$ cat src/rtl/fpadd_link_pkg.sv
// Shared definitions for the adder's one-bit setup/readback link.
// Used by both the transmitter (setup_serializer) and the serial-in receive register.
package fpadd_link_pkg;

    // Transmitter control states.
    typedef enum logic [1:0] {
        IDLE  = 2'd0,
        SHIFT = 2'd1,
        GAP   = 2'd2
    } ser_state_t;

    // Default word width carried by the link.
    localparam int unsigned LINK_WIDTH = 8;

    // Default number of idle cycles forced between words.
    localparam int unsigned LINK_GAP_DEFAULT = 1;

endpackage

$ cat src/rtl/setup_serializer.sv
// Parallel-in, serial-out transmitter for the adder's setup/readback link.
// A word is accepted through a load/ready handshake and shifted out LSB-first,
// one bit per clock, with en_out qualifying each valid bit. A programmable number
// of idle cycles separates consecutive words. All outputs are registered.
module setup_serializer
    import fpadd_link_pkg::*;
#(
    parameter int unsigned WIDTH      = LINK_WIDTH,       // 2..32
    parameter int unsigned GAP_CYCLES = LINK_GAP_DEFAULT  // 0..15
) (
    input  logic             clk_in,
    input  logic             rst_n_in,
    input  logic [WIDTH-1:0] parallel_in,
    input  logic             load_in,
    input  logic             abort_in,
    output logic             ready_out,
    output logic             serial_out,
    output logic             en_out,
    output logic             done_out
);

    localparam int unsigned CNT_W = $clog2(WIDTH);

    // Count value in the cycle that carries the final bit.
    localparam logic [CNT_W-1:0] BIT_LAST = CNT_W'(WIDTH - 1);

    // Count value in the final gap cycle; unused when GAP_CYCLES is zero.
    localparam logic [3:0] GAP_LAST = (GAP_CYCLES > 0) ? 4'(GAP_CYCLES - 1) : 4'd0;

    ser_state_t       state;
    logic [WIDTH-1:0] shreg;
    logic [CNT_W-1:0] bit_cnt;
    logic [3:0]       gap_cnt;

    // Control FSM, datapath and registered outputs in one clocked process.
    // shreg[0] always holds the bit currently on serial_out, so serial_out is
    // loaded with the bit that will sit in shreg[0] after this edge.
    always_ff @(posedge clk_in or negedge rst_n_in) begin
        if (!rst_n_in) begin
            state      <= IDLE;
            shreg      <= '0;
            bit_cnt    <= '0;
            gap_cnt    <= '0;
            ready_out  <= 1'b1;
            serial_out <= 1'b0;
            en_out     <= 1'b0;
            done_out   <= 1'b0;
        end else begin
            // done_out is a single-cycle pulse unless re-asserted below.
            done_out <= 1'b0;

            if (abort_in) begin
                // Abort outranks loads; in IDLE it simply blocks a same-cycle load.
                if (state != IDLE) begin
                    state      <= IDLE;
                    shreg      <= '0;
                    bit_cnt    <= '0;
                    gap_cnt    <= '0;
                    ready_out  <= 1'b1;
                    serial_out <= 1'b0;
                    en_out     <= 1'b0;
                end
            end else begin
                unique case (state)
                    IDLE: begin
                        if (load_in) begin
                            state      <= SHIFT;
                            shreg      <= parallel_in;
                            bit_cnt    <= '0;
                            ready_out  <= 1'b0;
                            en_out     <= 1'b1;
                            serial_out <= parallel_in[0];
                        end
                    end

                    SHIFT: begin
                        if (bit_cnt == BIT_LAST) begin
                            // Last bit is on the wire this cycle; close the frame.
                            shreg      <= '0;
                            bit_cnt    <= '0;
                            en_out     <= 1'b0;
                            serial_out <= 1'b0;
                            done_out   <= 1'b1;
                            if (GAP_CYCLES > 0) begin
                                state   <= GAP;
                                gap_cnt <= '0;
                            end else begin
                                state     <= IDLE;
                                ready_out <= 1'b1;
                            end
                        end else begin
                            shreg      <= shreg >> 1;
                            serial_out <= shreg[1];
                            bit_cnt    <= bit_cnt + 1'b1;
                        end
                    end

                    GAP: begin
                        if (gap_cnt == GAP_LAST) begin
                            state     <= IDLE;
                            gap_cnt   <= '0;
                            ready_out <= 1'b1;
                        end else begin
                            gap_cnt <= gap_cnt + 1'b1;
                        end
                    end

                    default: begin
                        state      <= IDLE;
                        ready_out  <= 1'b1;
                        en_out     <= 1'b0;
                        serial_out <= 1'b0;
                    end
                endcase
            end
        end
    end

endmodule

$ cat config.mk
export PLATFORM = sky130hd
export DESIGN_NAME = setup_serializer
export DESIGN_NICKNAME = d
export VERILOG_FILES = /design/src/rtl/fpadd_link_pkg.sv /design/src/rtl/setup_serializer.sv
export SDC_FILE = /design/constraint.sdc
export NUM_CORES = 1
export LEC_CHECK = 0
export ABC_CLOCK_PERIOD_IN_PS = 1500
export BUFFER_PORTS_ARGS = -buffer_cell sky130_fd_sc_hd__buf_2
export CAP_MARGIN = 20
export CORE_AREA = 4 4 49 59
export DETAILED_ROUTE_END_ITERATION = 7
export DIE_AREA = 0 0 53 63
export PLACE_DENSITY_LB_ADDON = 0.3
export SLEW_MARGIN = 20
export SYNTH_ARGS = -nofsm -noshare
export SYNTH_HDL_FRONTEND = slang
export SYNTH_SLANG_ARGS = --single-unit
export TNS_END_PERCENT = 30
$ cat constraint.sdc
create_clock -name clk_in -period 1.5 [get_ports clk_in]
set_clock_uncertainty 0.1 [all_clocks]
set_input_delay 0.15 -clock clk_in [delete_from_list [all_inputs] [get_ports clk_in]]
set_output_delay 0.15 -clock clk_in [all_outputs]
set_load 0.02 [all_outputs]
# Yosys cells after proc, flatten, opt, wreduce, memory -nomap -nowiden
# Index checks and enable logic that the tools add are counted.
[op_classes] reduce_logical=11 bitwise_logic=0 div=0 eq_ne=9 n_mux=38 magnitude_cmp=0 n_addsub=2 shift=0 mul=0
[op_table] op="$mux 8" n=3
[op_table] op="$mux 4" n=4
[op_table] op="$pmux 8 s2" n=1
[op_table] op="$mux 1" n=14
[op_table] op="$mux 3" n=4
[op_table] op="$reduce_and 4->1" n=3
[op_table] op="$mux 2" n=5
[op_table] op="$ne 3x3->1 const B" n=3
[op_table] op="$pmux 1 s3" n=3
[op_table] op="$reduce_and 3->1" n=3
[op_table] op="$pmux 4 s2" n=1
[op_table] op="$mux 7" n=1
[op_table] op="$pmux 2 s3" n=1
[op_table] op="$pmux 3 s2" n=1
[op_table] op="$reduce_bool 3->1" n=2
[op_table] op="$add 4x1->4 const B" n=1
[op_table] op="$logic_not 4->1" n=1
[op_table] op="$ne 2x2->1 const B" n=2
[op_table] op="$add 3x1->3 const B" n=1
[op_table] op="$eq 3x3->1 const B" n=1
[op_table] op="$eq 2x1->1 const B" n=1
[op_table] op="$eq 2x2->1 const B" n=1
[op_table] op="$logic_not 2->1" n=1
[op_table] op="$ne 2x1->1 const B" n=1
[op_table] op="$reduce_bool 2->1" n=1
[totals] memories=0 mem_bits_rw=0 out_inout_bits=4 romBits=0 latchBits=0 register_bits=21

# Logic depth before layout (Yosys ltp)
# Gate-level depths: netlist of run 1.
[logic_depth] depth_word=4 mapped_depth=6

# Worst setup path after synthesis of run 1
# OpenSTA, ideal clock, no wires.
[synth_timing] kind="register -> register" from="reg bit_cnt[0]" to="reg shreg[4]" path_stages_with_launch=7 setup_ps=73 required_ps=1327 arrival_ps=1520 setup_slack_ps=-193 path_buffers=0 cell_sequence="dfrtp_1 -> ha_1 -> ha_1 -> nand2b_1 -> nor3_2 -> a22oi_1 -> a21oi_2"
[synth_between] elab_chain_len=4
[synth_rtl] item="start: declaration" line_no="setup_serializer.sv:32" source="logic [CNT_W-1:0] bit_cnt;"
[synth_rtl] item="start signal: assignment" line_no="setup_serializer.sv:94" source="bit_cnt <= bit_cnt + 1'b1;"
[synth_rtl] item="$eq 3x3->1" line_no="setup_serializer.sv:77" source="if (bit_cnt == BIT_LAST) begin"
[synth_rtl] item="$mux 7" line_no="setup_serializer.sv:77"
[synth_rtl] item="$pmux 8 s2" line_no="setup_serializer.sv:64" source="unique case (state)"
[synth_rtl] item="$mux 8" line_no="setup_serializer.sv:52" source="if (abort_in) begin"
[synth_rtl] item="end signal: assignment" line_no="setup_serializer.sv:68" source="shreg <= parallel_in;"
[synth_rtl] item="end signal: assignment" line_no="setup_serializer.sv:92" source="shreg <= shreg >> 1;"
[synth_rtl] item="end: declaration" line_no="setup_serializer.sv:31" source="logic [WIDTH-1:0] shreg;"
# Every way passes these cells.
# A chain may end at the register's enable or synchronous reset.

# Final worst setup path of run 1
[layout_timing] from="reg bit_cnt[0]" to="reg shreg[6]"
# The elaborated chain is that of the path after synthesis.

==> results by stage, run 1 <==
Outcome:
- The run finished, with violations left.
- The checks that failed: negative setup slack.

Power and ir drop:
- The worst-case IR drop observed on VDD is 0.766 mV.
- Net switching is around 33% of the power.
- The power share of the combinational group is 30.5%.
- The design draws ~1.4 mW.
- The leakage power of the design is 0.669 nW.
- The share of total power dissipated in sequential elements is 49.6%.
- For this design the ratio of total power to cell area is 927 nW/um^2.
- The relative contribution of the clock network to total power is 19.8%.
- For this design the total switching power over the nets is between 0.4 and 0.5 mW.
- The cell-internal power is a little over 0.9 mW.

STA:
- The relative max-transition margin is 69.4%.
- Setup violations remaining at the end of the flow were counted as 8.
- Once routing completed, OpenROAD measured the worst setup slack at -0.155 ns.
- The highest attainable clock frequency is ~600 MHz.
- The hold violation total from the final report is 0.
- The max-slew violation count came to 0.
- At the pin with the least slew margin, the transition time is 0.459 ns.
- The post-route minimum period is about 1.7 ns.
- The worst path uses 110% of the clock period.
- Setup total negative slack on the finished layout was measured at -0.929 ns.
- Setup repair after global routing could not meet its margin everywhere.

Final layout:
- The final non-filler cell area is 1490 sq um.
- The final core area utilization is 64.7%.
- In the final design database the tool counted roughly 160 nets.
- Across the whole layout, storage elements account for 503 sq um.
- The final-layout fill cell count is between 150 and 200.
- The synthesis-to-finish area growth is 33.3%.
- The share of post-route cells with drive strength above 1 is 41.1%.
- Summing all multi-input logic gate instances after layout gives 658 sq um.
- The antenna diode instance count is 0.

Placed design:
- The placement-stage cell area is between 1000 and 1500 sq um.
- In this run the tool buffered the top-level ports with 15 buffer cells.
- At the placement stage, the worst setup path has a slack of -0.219 ns.
- The last weighted congestion value of the routability-driven placer is 0.807.
- Once detailed placement completed, the half-perimeter wirelength came to 1.74 mm.

Critical path:
- The worst setup path is launched from a register.
- The cell class contributing the biggest share of worst-path delay is flip-flops.
- The number of buffers and inverters on the critical path is 1.
- Along the worst path, the maximum fanout reaches 7.
- Data arrives at the worst endpoint at 1.78 ns.
- The endpoint kind of the worst setup timing path is a register.
- The most repeated library cell on the critical path is sky130_fd_sc_hd__ha_4.
- In this design, the stage delay of the slowest critical-path cell is 0.43 ns.
- The worst setup path is of the reg -> reg kind.
- The cell with the largest stage delay on the worst path is sky130_fd_sc_hd__dfrtp_1.
- The critical path goes through ha_4 > ha_4 > nand2b_4 > nor3_4 > buf_6 > a22oi_2 > a21oi_1.
- The required arrival time at the worst endpoint is 1.63 ns.

Synth:
- Synthesis produced approximately 110 cells.
- The library cell with the largest summed area after synthesis is sky130_fd_sc_hd__dfrtp_1.
- The mean instance size in the synthesized netlist is between 9 and 10 sq um.
- The sequential fraction of the synthesis area is 44.9%.
- Synthesis produced a netlist with a net count of 129.
- The netlist uses 33 different library cells.
- Counting flops with an async set or reset pin after synthesis yields a share of 100%.
- The portion of synthesized cell area occupied by the leading cell type is 42.5%.
- The combined area of all synthesized cells is 1120 sq um.
- In the post-synthesis netlist, the biggest area contributors are sky130_fd_sc_hd__dfrtp_1, sky130_fd_sc_hd__ha_1, sky130_fd_sc_hd__a22oi_1, sky130_fd_sc_hd__a21oi_1, sky130_fd_sc_hd__nor2_1.
- After synthesis the netlist holds a flip-flop and latch count of 20.
- The number of enable-type register cells in the synthesized netlist is 0.
- For this run, the number of Yosys warnings is 0.
- Among all flip-flop cells after synthesis, the most frequent one is sky130_fd_sc_hd__dfrtp_1.

Floorplanning:
- The overall die area is 3340 sq um.
- The count of boundary I/O pins is 16.
- The height of the chip is 63 um.
- The initial core utilization is approximately half.
- The placeable core region is 2310 sq um.
- The initialized floorplan defines 19 standard-cell rows.
- The floorplan step set the die width to ~53 um.

Global routing:
- The global-route total usage across every layer is between 10% and 20%.
- The first-pass GRT wire length is 4.11 mm.
- For this run the aggregate overflow at the end of global routing stands at 0.
- The via count of the first global-routing pass was 938.
- The number of antenna violations at the first check in global routing is 0.
- Entering global routing, the biggest net connects 21 pins.

CTS:
- The clock passes through at most 2 buffers.
- The number of buffers added by the clock tree synthesis step is 3.
- The clock transition at the registers of the reported paths is 0.12 ns.
- The tree is rooted in a sky130_fd_sc_hd__clkbuf_4.
- CTS built an H-tree with a depth of 1.
- The later pin in the worst-skew pair is clocked with a latency of around 0.31 ns.
- The clock tree from TritonCTS is done.
- The TritonCTS sink count is 20.

Flow run:
- Across the run, the number of max-cap violations was 0.

Routing:
- The total DRC errors in the routed layout is 0.
- In this run the remaining antenna-violating nets after routing total 0.
- Summing over every cut layer, the via total after detailed routing is slightly below 1000.
- The detailed-router iteration count before antenna repair is 4.
- The final wirelength is 2.55 mm.
- Dividing the detail-routed via count by the number of cells gives 5.51.
- The count of routing violations after the opening detailed-route iteration is 30.
- In the final routed layout, each cell accounts on average for 14.4 um.

Worst hold path:
- The worst hold path belongs to the class in -> reg.
-- metal layers --
| layer | share of wire, % | GRT usage [%] | wire length, um |
|---|---|---|---|
| met1 | 43 | 21.5 | 1100 |
| met2 | 50 | 24.4 | 1280 |
| met3 | 4.2 | 1.43 | 107 |
| met4 | 2.2 | 8.95 | 55 |
| met5 | 0 | 0 | 0 |
-- flip-flops by register name, summed over array words and instances (netlist names) --
register	cells
shreg	7
ready_out	1
bit_cnt	3
state	2
serial_out	1
gap_cnt	4
done_out	1
en_out	1
-- power by group through the flow --
stage                     clock [mW]  combinational, mW  sequential (mW)
after CTS                      0.271              0.373            0.674
after global routing           0.306              0.463            0.697
after detailed placement           0              0.363            0.686
final                          0.274              0.422            0.686
after floorplan                    0              0.206            0.693
after global placement             0              0.355            0.680
-- cell usage in the layout, fill, tap and decap left out, drive strengths merged --
master / count
a211oi: 1
a21o: 2
a21oi: 13
a22oi: 9
a32o: 1
a32oi: 1
a41oi: 1
and2: 1
and3: 1
buf: 32
clkbuf: 4
dfrtp: 19
dfstp: 1
dlygate4sd3: 2
ha: 5
inv: 7
mux2i: 2
nand2: 5
nand2b: 5
nand3: 1
nor2: 15
nor2b: 3
nor3: 2
nor3b: 2
o21a: 1
o21ai: 7
o2bb2ai: 2
o311ai: 1
-- worst register-to-register path: cells and delay by family, from the launching register on --
kind                       cells  cell delay (ns)
adders and majority gates      2             0.33
buffers and inverters          1             0.15
AOI/OAI and AO/OA              2             0.23
and+or+nand+nor                2             0.33
DFF                            1             0.43
-- worst paths after layout --
path                                start         end  slack, ns  depth (start not counted)
max                            bit_cnt[0]    shreg[6]      -0.15                          7
min                        parallel_in[2]    shreg[2]       0.02                          3
max reg2reg                    bit_cnt[0]    shreg[6]      -0.15                          7
min reg2reg                        en_out      en_out       0.44                          2
max in group asynchronous        rst_n_in   ready_out       0.74                          2
min in group asynchronous        rst_n_in  serial_out       0.21                          2
-- kinds of logic (layout without fill, tap and decap cells) --
family                     Yosys count  after routing  share of synthesized area, %
DFF                                 20             20                          44.9
adders and majority gates            5              5                          5.59
and+or+nand+nor                     35             35                          15.9
muxes                                2              2                          1.79
AOI/OAI and AO/OA                   39             39                          26.2
buffers and inverters               11             45                          5.70
-- area by class of cell --
| class | count | area share, % |
|---|---|---|
| multi-input combinational | 81 | 44.1 |
| sequential | 20 | 33.7 |
| timing repair buffer | 34 | 16.0 |
| tap | 31 | 2.60 |
| clock buffer | 4 | 1.76 |
| inverter | 7 | 1.76 |
-- stage by stage --
step	cells	hold WS [ns]
2_1_floorplan	112	-0.246
3_3_place_gp	168	0.0210
3_5_place_dp	168	0.0281
4_1_cts	174	0.0257
5_1_grt	177	0.0254
6_report	177	0.0182
-- cell usage after synthesis (2+ instances only) --
| library cell | instances |
|---|---|
| sky130_fd_sc_hd__o21ai_1 | 7 |
| sky130_fd_sc_hd__o2bb2ai_1 | 2 |
| sky130_fd_sc_hd__nand2_1 | 5 |
| sky130_fd_sc_hd__a22oi_1 | 8 |
| sky130_fd_sc_hd__ha_1 | 5 |
| sky130_fd_sc_hd__dfrtp_1 | 19 |
| sky130_fd_sc_hd__a21o_1 | 2 |
| sky130_fd_sc_hd__buf_4 | 2 |
| sky130_fd_sc_hd__a21oi_1 | 10 |
| sky130_fd_sc_hd__buf_6 | 2 |
| sky130_fd_sc_hd__nor2b_1 | 3 |
| sky130_fd_sc_hd__a21oi_2 | 2 |
| sky130_fd_sc_hd__nand2b_1 | 5 |
| sky130_fd_sc_hd__inv_1 | 6 |
| sky130_fd_sc_hd__mux2i_1 | 2 |
| sky130_fd_sc_hd__nor2_1 | 13 |
| sky130_fd_sc_hd__nor3b_1 | 2 |
| sky130_fd_sc_hd__nor2_2 | 2 |
-- repair_timing --
item,in CTS,in global routing
setup buffers,0,3
setup endpoints to repair,11,18
hold buffers,2,0
pin swaps,5,7
endpoints found under the hold margin,20,0
gates resized for setup,1,12
Note: power is estimated with default switching activity, not from simulation.
==> run 2: changes to the inputs <==
--- a/config.mk
+++ b/config.mk
@@ -9,7 +9,7 @@
 export BUFFER_PORTS_ARGS = -buffer_cell sky130_fd_sc_hd__buf_2
 export CAP_MARGIN = 20
-export CORE_AREA = 4 4 49 59
+export CORE_AREA = 3 3 48 58
 export DETAILED_ROUTE_END_ITERATION = 7
-export DIE_AREA = 0 0 53 63
+export DIE_AREA = 0 0 51 61
 export PLACE_DENSITY_LB_ADDON = 0.3
 export SLEW_MARGIN = 20
==> constraint.sdc (replaced) <==
create_clock -name clk_in -period 1.5 [get_ports clk_in]
set_clock_uncertainty 0.1 [all_clocks]
set_input_delay 0.3 -clock clk_in [delete_from_list [all_inputs] [get_ports clk_in]]
set_output_delay 0.3 -clock clk_in [all_outputs]
set_load 0.02 [all_outputs]
==> run 2 against run 1 <==
The flow still finishes with violations (negative setup slack). Largest cell class unchanged. Worst setup slack better by 0.071 ns. Cell count shrank 1.1%. Global-route usage up 0.89 points. Sequential share of layout area grew 1.0 points. Highest routed layer unchanged. Combinational power grew 2%. Non-clock buffer count down 2. Routed wire length is 5.0% lower.
==> results by stage, run 2 (same netlist as run 1, synthesis figures left out) <==
Critical path:
- The worst setup path is of the reg -> reg kind.
- The arrival time of data at the critical path endpoint is 1.72 ns.
- The endpoint of the most critical register-to-register path is shreg[2].
- The required arrival time at the worst endpoint is roughly 1.6 ns.
- The worst setup path is captured at a register.
- The startpoint of the lowest-slack register-to-register path is bit_cnt[1].
- The logic depth of the worst register-to-register path is 7.
- The worst setup path is launched from a register.
- The critical-path maximum fanout is 7.
- The setup slack of the worst register-to-register path is -0.08 ns.

Power and ir drop:
- Net switching is between 30% and 40% of the power.
- The analysis attributes to cell leakage a power of 0.662 nW.
- The sequential cell fraction of total power is between 40 and 50%.
- The power share of the combinational group is between 30% and 40%.
- Internal power comes to 0.994 mW.
- The ratio of total power to cell area is 992 nW/um^2.
- Across the VDD grid, the largest voltage drop is 0.798 mV.
- The analysis attributes to net switching a power of 0.446 mW.
- Of the total power, the clock network draws 22.2%.

Routing:
- The count of routing violations after the opening detailed-route iteration is 20.
- The overall via count from detail_route is 940.
- In the routed design, unresolved DRC markers number 0.
- The detailed-router iteration count before antenna repair is 4.
- The per-cell routed wire length is 13.8 um.
- In the routed layout, each cell is associated on average with a via count of roughly 5.4.
- The antenna violation net count after detailed routing is 0.
- The routed design has 2.42 mm of wire.

Final layout:
- The largest registers in the layout are shreg: 7 flops, gap_cnt: 4 flops, bit_cnt: 3 flops.
- The share of post-route cells with drive strength above 1 is 39.6%.
- The register with the most flip-flops in the layout has 7 of them.
- In the layout the commonest cells are sky130_fd_sc_hd__dfrtp_1, sky130_fd_sc_hd__buf_4, sky130_fd_sc_hd__buf_2, sky130_fd_sc_hd__nor2_1, sky130_fd_sc_hd__a21oi_1.
- The antenna diode instance count is 0.
- The non-filler instance count after layout is 175.
- Leaving out fill and tap cells, the most frequent cell in the layout is sky130_fd_sc_hd__dfrtp_1.
- Summing all flip-flop and latch instances after layout gives 504 sq um.
- More flip-flops sit in one register than any other, and that register is shreg.
- From synthesis to final layout, the design area changed by 29.8%.
- The final-layout fill cell count is 208.
- The multi-input combinational cells in the finished layout cover a total of 622 sq um.
- The net count of the finished layout is 162.

CTS:
- TritonCTS built the clock tree.
- The tree built by TritonCTS fans out to 20 sinks.
- In this run the number of H-tree levels came out at 1.
- The clock transition at the registers of the reported paths is 0.11 ns.
- The cell sitting at the root of the clock tree is a sky130_fd_sc_hd__clkbuf_4.
- The number of buffers added by the clock tree synthesis step is 3.
- The maximum clock insertion buffer count is 2.
- The clock insertion delay at the later pin of the skew report is 0.31 ns.

Floorplanning:
- The height of the chip is 61 um.
- The core region is ~2300 sq um.
- The number of cell rows is 19.
- The die width is 51 um.
- The count of boundary I/O pins is 16.
- The die covers between 3000 and 4000 sq um.
- The initial core utilization is between 40 and 50%.

Global routing:
- The global-route total usage across every layer is 16.8%.
- The number of antenna violations at the first check in global routing is 0.
- The aggregate global routing overflow is 0.
- The first global-routing pass estimated 3.79 mm of wire.
- The via count of the first global-routing pass came to 903.
- Entering global routing, the biggest net connects 21 pins.

STA:
- Setup violations remaining at the end of the flow were counted as 11.
- Setup slack on the critical path of the routed design comes to -0.0843 ns.
- The post-route minimum period is 1.58 ns.
- The worst path uses 106% of the clock period.
- Setup repair after global routing could not meet its margin everywhere.
- In this run the tightest slew margin relative to its limit is between 60% and 70%.
- The max-slew violation count is 0.
- At the pin with the least slew margin, the transition time is 0.453 ns.
- Adding up every negative setup slack in the final design gives -0.584 ns.
- The highest attainable clock frequency is 631 MHz.
- The hold violation total from the final report is 0.

Outcome:
- The checks that failed: negative setup slack.
- The run finished, with violations left.

Placed design:
- The port buffer count is 15.
- The last weighted congestion value of the routability-driven placer is 0.842.
- The HPWL reported at the end of detailed placement is around 1.7 mm.
- Once placement completed, the tool counted placed cells totaling 165.

Worst hold path:
- The type of the most critical hold path is in -> reg.
- The cell count of the worst hold path is 3.
- For hold timing, the worst endpoint is shreg[7].
- The worst hold path begins at parallel_in[7].

Flow run:
- The tool flagged a number of max-cap violations equal to 0.
==> run 2: power groups by stage <==
stage / logic [mW] / registers (mW) / clock network, mW
after floorplan: 0.206 / 0.693 / 0
after global placement: 0.346 / 0.682 / 0
final: 0.431 / 0.689 / 0.320
after CTS: 0.395 / 0.678 / 0.335
after global routing: 0.479 / 0.695 / 0.357
after detailed placement: 0.357 / 0.688 / 0
==> run 2: what timing repair did <==
action,4_1_cts,5_1_grt
pin swaps,6,6
hold buffers,1,0
setup endpoints to repair,10,17
cloned,0,0
setup buffers,4,1
endpoints found under the hold margin,19,0
gates resized for setup,3,7
==> run 2: area by class of cell <==
class                   count  area share, %
flip-flops and latches     20           34.7
clock buffers               4           2.50
repair buffers             32           15.4
well taps                  31           2.67
inverters                   7           1.81
multi-input cells          81           42.8
==> run 2: through the flow <==
stage | setup WS, ns | power [mW] | hold WS [ns] | instance area [sq um] | utilization (%)
after floorplan | -0.0956 | 0.899 | -0.0956 | 1160 | -
after global routing | -0.155 | 1.53 | 0.140 | 1450 | 62.9
final | -0.0843 | 1.44 | 0.114 | 1450 | 62.9
after detailed placement | -0.220 | 1.04 | 0.180 | 1330 | 57.6
after CTS | -0.123 | 1.41 | 0.112 | 1420 | 61.5
after global placement | -0.163 | 1.03 | 0.173 | 1330 | 57.6
==> run 2: layer usage <==
layer  track usage [%]  up-vias  routed length (um)
met3              3.69        8                  80
li1                  -      467                   -
met4              13.8        0                  65
met1              19.5      443                1140
met2              26.7       22                1130
met5                 0        -                   0
==> run 2: critical path, cell delays in order, from the launching register on <==
cell                       delay [ns]
sky130_fd_sc_hd__dfrtp_1         0.43
sky130_fd_sc_hd__ha_4            0.19
sky130_fd_sc_hd__ha_4            0.15
sky130_fd_sc_hd__nand2b_4        0.14
sky130_fd_sc_hd__nor3_4          0.13
sky130_fd_sc_hd__buf_6           0.15
sky130_fd_sc_hd__a22oi_1         0.08
sky130_fd_sc_hd__a21oi_1         0.14
==> run 2: worst max-delay path by stage <==
stage	to	cells after the start	startpoint	slack, ns
final	shreg[2]	7	bit_cnt[1]	-0.08
after global routing	shreg[3]	7	bit_cnt[1]	-0.16
after CTS	shreg[6]	7	bit_cnt[0]	-0.12
after detailed placement	shreg[3]	6	bit_cnt[1]	-0.22
after global placement	shreg[6]	6	bit_cnt[1]	-0.16
after floorplan	shreg[1]	6	bit_cnt[1]	-0.1
==> run 3: changes to the inputs <==
SETUP_SLACK_MARGIN = 0.2   (was default)
==> run 3 against run 2 <==
The run still ends with negative setup slack left. Clock-buffer cell count did not move. Routed wire length down 0.21%. Sequential share of layout area down 0.96 points. Critical path depth stayed put. Sequential cell count unchanged. Utilization rose by 1.8 points. Critical path type unchanged. Highest routed layer unchanged.
==> results by stage, run 3 (same netlist as run 1, synthesis figures left out) <==
STA:
- The hold violation total from the final report was 0.
- Based on the critical path, the design can be clocked at up to 632 MHz.
- The max-slew violation count is 0.
- The final critical path takes up 105% of the cycle.
- For the pin with the worst max-slew slack, the measured transition is 0.457 ns.
- The tightest hold path in the finished design has a slack of 0.112 ns.
- In this run the tightest slew margin relative to its limit is 69.5%.
- Setup repair after global routing could not meet its margin everywhere.
- The post-route minimum period is 1.58 ns.
- Once routing completed, OpenROAD measured the worst setup slack at -0.0813 ns.
- The final-layout setup total negative slack is -0.501 ns.
- The final setup violation count is 10.

Final layout:
- In the final layout, the registers with the most flip-flops are shreg: 7 flops, gap_cnt: 4 flops, bit_cnt: 3 flops.
- The register bank with the most flops is shreg.
- The multi-input combinational cells in the finished layout cover a total of 649 sq um.
- In the layout the commonest cells are sky130_fd_sc_hd__dfrtp_1, sky130_fd_sc_hd__nor2_1, sky130_fd_sc_hd__buf_2, sky130_fd_sc_hd__buf_4, sky130_fd_sc_hd__a21oi_1.
- The number of antenna diodes in the final layout is 0.
- The share of post-route cells with drive strength above 1 is 43.8%.
- Summing all flip-flop and latch instances after layout gives 504 sq um.
- After routing the design area is 1490 sq um.
- The synthesis-to-finish area growth is 33.4%.
- The finished layout holds 175 standard cells, fillers aside.
- The leading cell type in the layout, fill and taps excluded is sky130_fd_sc_hd__dfrtp_1.
- The net count of the finished layout is between 150 and 200.
- The final-layout fill cell count is between 150 and 200.
- The flip-flop count of the largest register after layout is 7.

Critical path:
- The kind of start point of the critical path is a register.
- The type of the setup path with the least slack is reg -> reg.
- For the worst setup path, the data arrival time is between 1.5 and 2 ns.
- The signal on the critical path passes through ha_4 > ha_4 > nand2b_4 > nor3_4 > buf_6 > a22oi_1 > a21oi_1.
- Counting stages on the worst path, the most repeated cell is sky130_fd_sc_hd__ha_4.
- In this run the worst path has a maximum fanout of 7.
- For the worst setup path, the data required time is 1.65 ns.
- For this design, the slowest cell found on the critical path is sky130_fd_sc_hd__dfrtp_1.
- The endpoint kind of the worst setup timing path is a register.
- The longest individual stage delay on the worst path is 0.43 ns.

Placed design:
- The congestion estimate from routability-driven global placement came to 0.842.
- The wire-length estimate of the detail-placed layout is around 1.7 mm.
- Input and output buffers added on the ports amount to 15.
- The placed cell count is 165.
- In this run the cell area measured after placement is about 1300 sq um.

Routing:
- In the routed design, unresolved DRC markers number 0.
- For this run, the detailed router's first-pass iteration total came to 4.
- The overall via count from detail_route is 946.
- Using the TritonRoute via totals, the vias-per-cell ratio works out to 5.41.
- The antenna violation net count after detailed routing is 0.
- Dividing the detail-routed wire length by the instance count gives 13.8 um.
- The count of routing violations after the opening detailed-route iteration is 28.
- The final wirelength is 2.41 mm.

CTS:
- TritonCTS built the clock tree.
- Clock-pin slew was measured on the worst setup and hold paths at 0.12 ns.
- TritonCTS created 3 clock buffers.
- The clock reaches the later pin of the worst-skew pair after 0.31 ns.
- The total number of H-tree levels is 1.
- The tree is rooted in a sky130_fd_sc_hd__clkbuf_4.
- The maximum clock insertion buffer count is 2.
- Clock tree synthesis found a total of 20 sinks.

Flow run:
- Across the run, the number of max-cap violations was 0.

Power and ir drop:
- The relative contribution of the clock network to total power is 22.2%.
- The switching portion of total power is 31.2%.
- Combinational logic is responsible for between 30% and 40% of the overall power.
- The leakage power of the design is 0.665 nW.
- The post-layout total power is 1.47 mW.
- IR analysis of the VDD net gives a maximum drop of roughly 0.76 mV.
- The ratio of total power to cell area is 984 nW/um^2.
- For this design the total switching power over the nets is approximately 0.46 mW.
- The internal portion of the total power is approximately 1.0 mW.
- Sequential cells account for 47.0% of the total power.

Floorplanning:
- The count of boundary I/O pins is 16.
- The initial core utilization is 48.5%.
- The overall die area is 3110 sq um.
- The number of cell rows is 19.
- The height of the chip is about 61 um.
- The placeable core region is 2310 sq um.
- In this run the horizontal extent of the chip is just over 50 um.

Global routing:
- Global routing consumed, over all layers together, between 15 and 20% of the routing resources.
- For this run the aggregate overflow at the end of global routing stands at 0.
- The number of antenna violations at the first check in global routing came to 0.
- The first global-routing pass estimated ~3.8 mm of wire.
- Entering global routing, the biggest net connects 21 pins.
- The via count of the first global-routing pass was 898.

Worst hold path:
- The type of the most critical hold path is in -> reg.

Outcome:
- The final reports fail on negative setup slack.
- The flow ran to the end, but the final reports show violations.
## run 3: cell counts in the layout (fill, tap and decap cells not counted)
No cell type changed its count.
## run 3: cell type report
type | instances | share of cell area [%]
Timing Repair Buffer | 32 | 15.9
Multi-Input combinational cell | 81 | 43.5
Sequential cell | 20 | 33.8
Inverter | 7 | 1.76
Tap cell | 31 | 2.60
Clock buffer | 4 | 2.43
## run 3: final timing paths
check,end,start,slack [ns],depth (start not counted)
worst max register to register,shreg[2],bit_cnt[1],-0.08,7
worst min register to register,shreg[1],shreg[1],0.44,2
max in group asynchronous,ready_out,rst_n_in,0.61,2
worst max-delay path,shreg[2],bit_cnt[1],-0.08,7
worst min-delay path,shreg[7],parallel_in[7],0.11,3
min in group asynchronous,gap_cnt[0],rst_n_in,0.35,2
## run 3: per-stage QoR
step | worst slack [ns] | utilization (%)
final | -0.0813 | 64.7
after global routing | -0.178 | 64.7
after CTS | -0.115 | 63.2
after detailed placement | -0.220 | 57.6
after global placement | -0.163 | 57.6
after floorplan | -0.0956 | -
## run 3: timing repair
action	in CTS	in global routing
hold endpoints to repair	19	0
endpoints found under the setup margin	23	23
pin swaps	11	12
hold buffers	1	0
setup buffers	4	1
resized for setup	12	8
## run 3: routing by layer
layer / up-vias / wire, um / global-route usage (%)
met1: 449 / 1100 / 20.8
met5: - / 0 / 0
met4: 0 / 91 / 13.8
li1: 466 / - / -
met3: 9 / 86 / 3.69
met2: 22 / 1140 / 26.3
## run 3: critical path: cells and delay by family, from the launching register on
kind	cells	cell delay [ns]
buf+inv	1	0.16
simple gates	2	0.27
fa+ha+maj	2	0.33
compound gates	2	0.22
flops	1	0.43
## run 3: power by group through the flow
| stage | clock network, mW | logic, mW | registers, mW |
|---|---|---|---|
| finish | 0.326 | 0.453 | 0.690 |
| global route | 0.355 | 0.505 | 0.698 |
| CTS | 0.335 | 0.414 | 0.681 |
| detailed placement | 0 | 0.357 | 0.688 |
| global placement | 0 | 0.346 | 0.682 |
| floorplan | 0 | 0.206 | 0.693 |
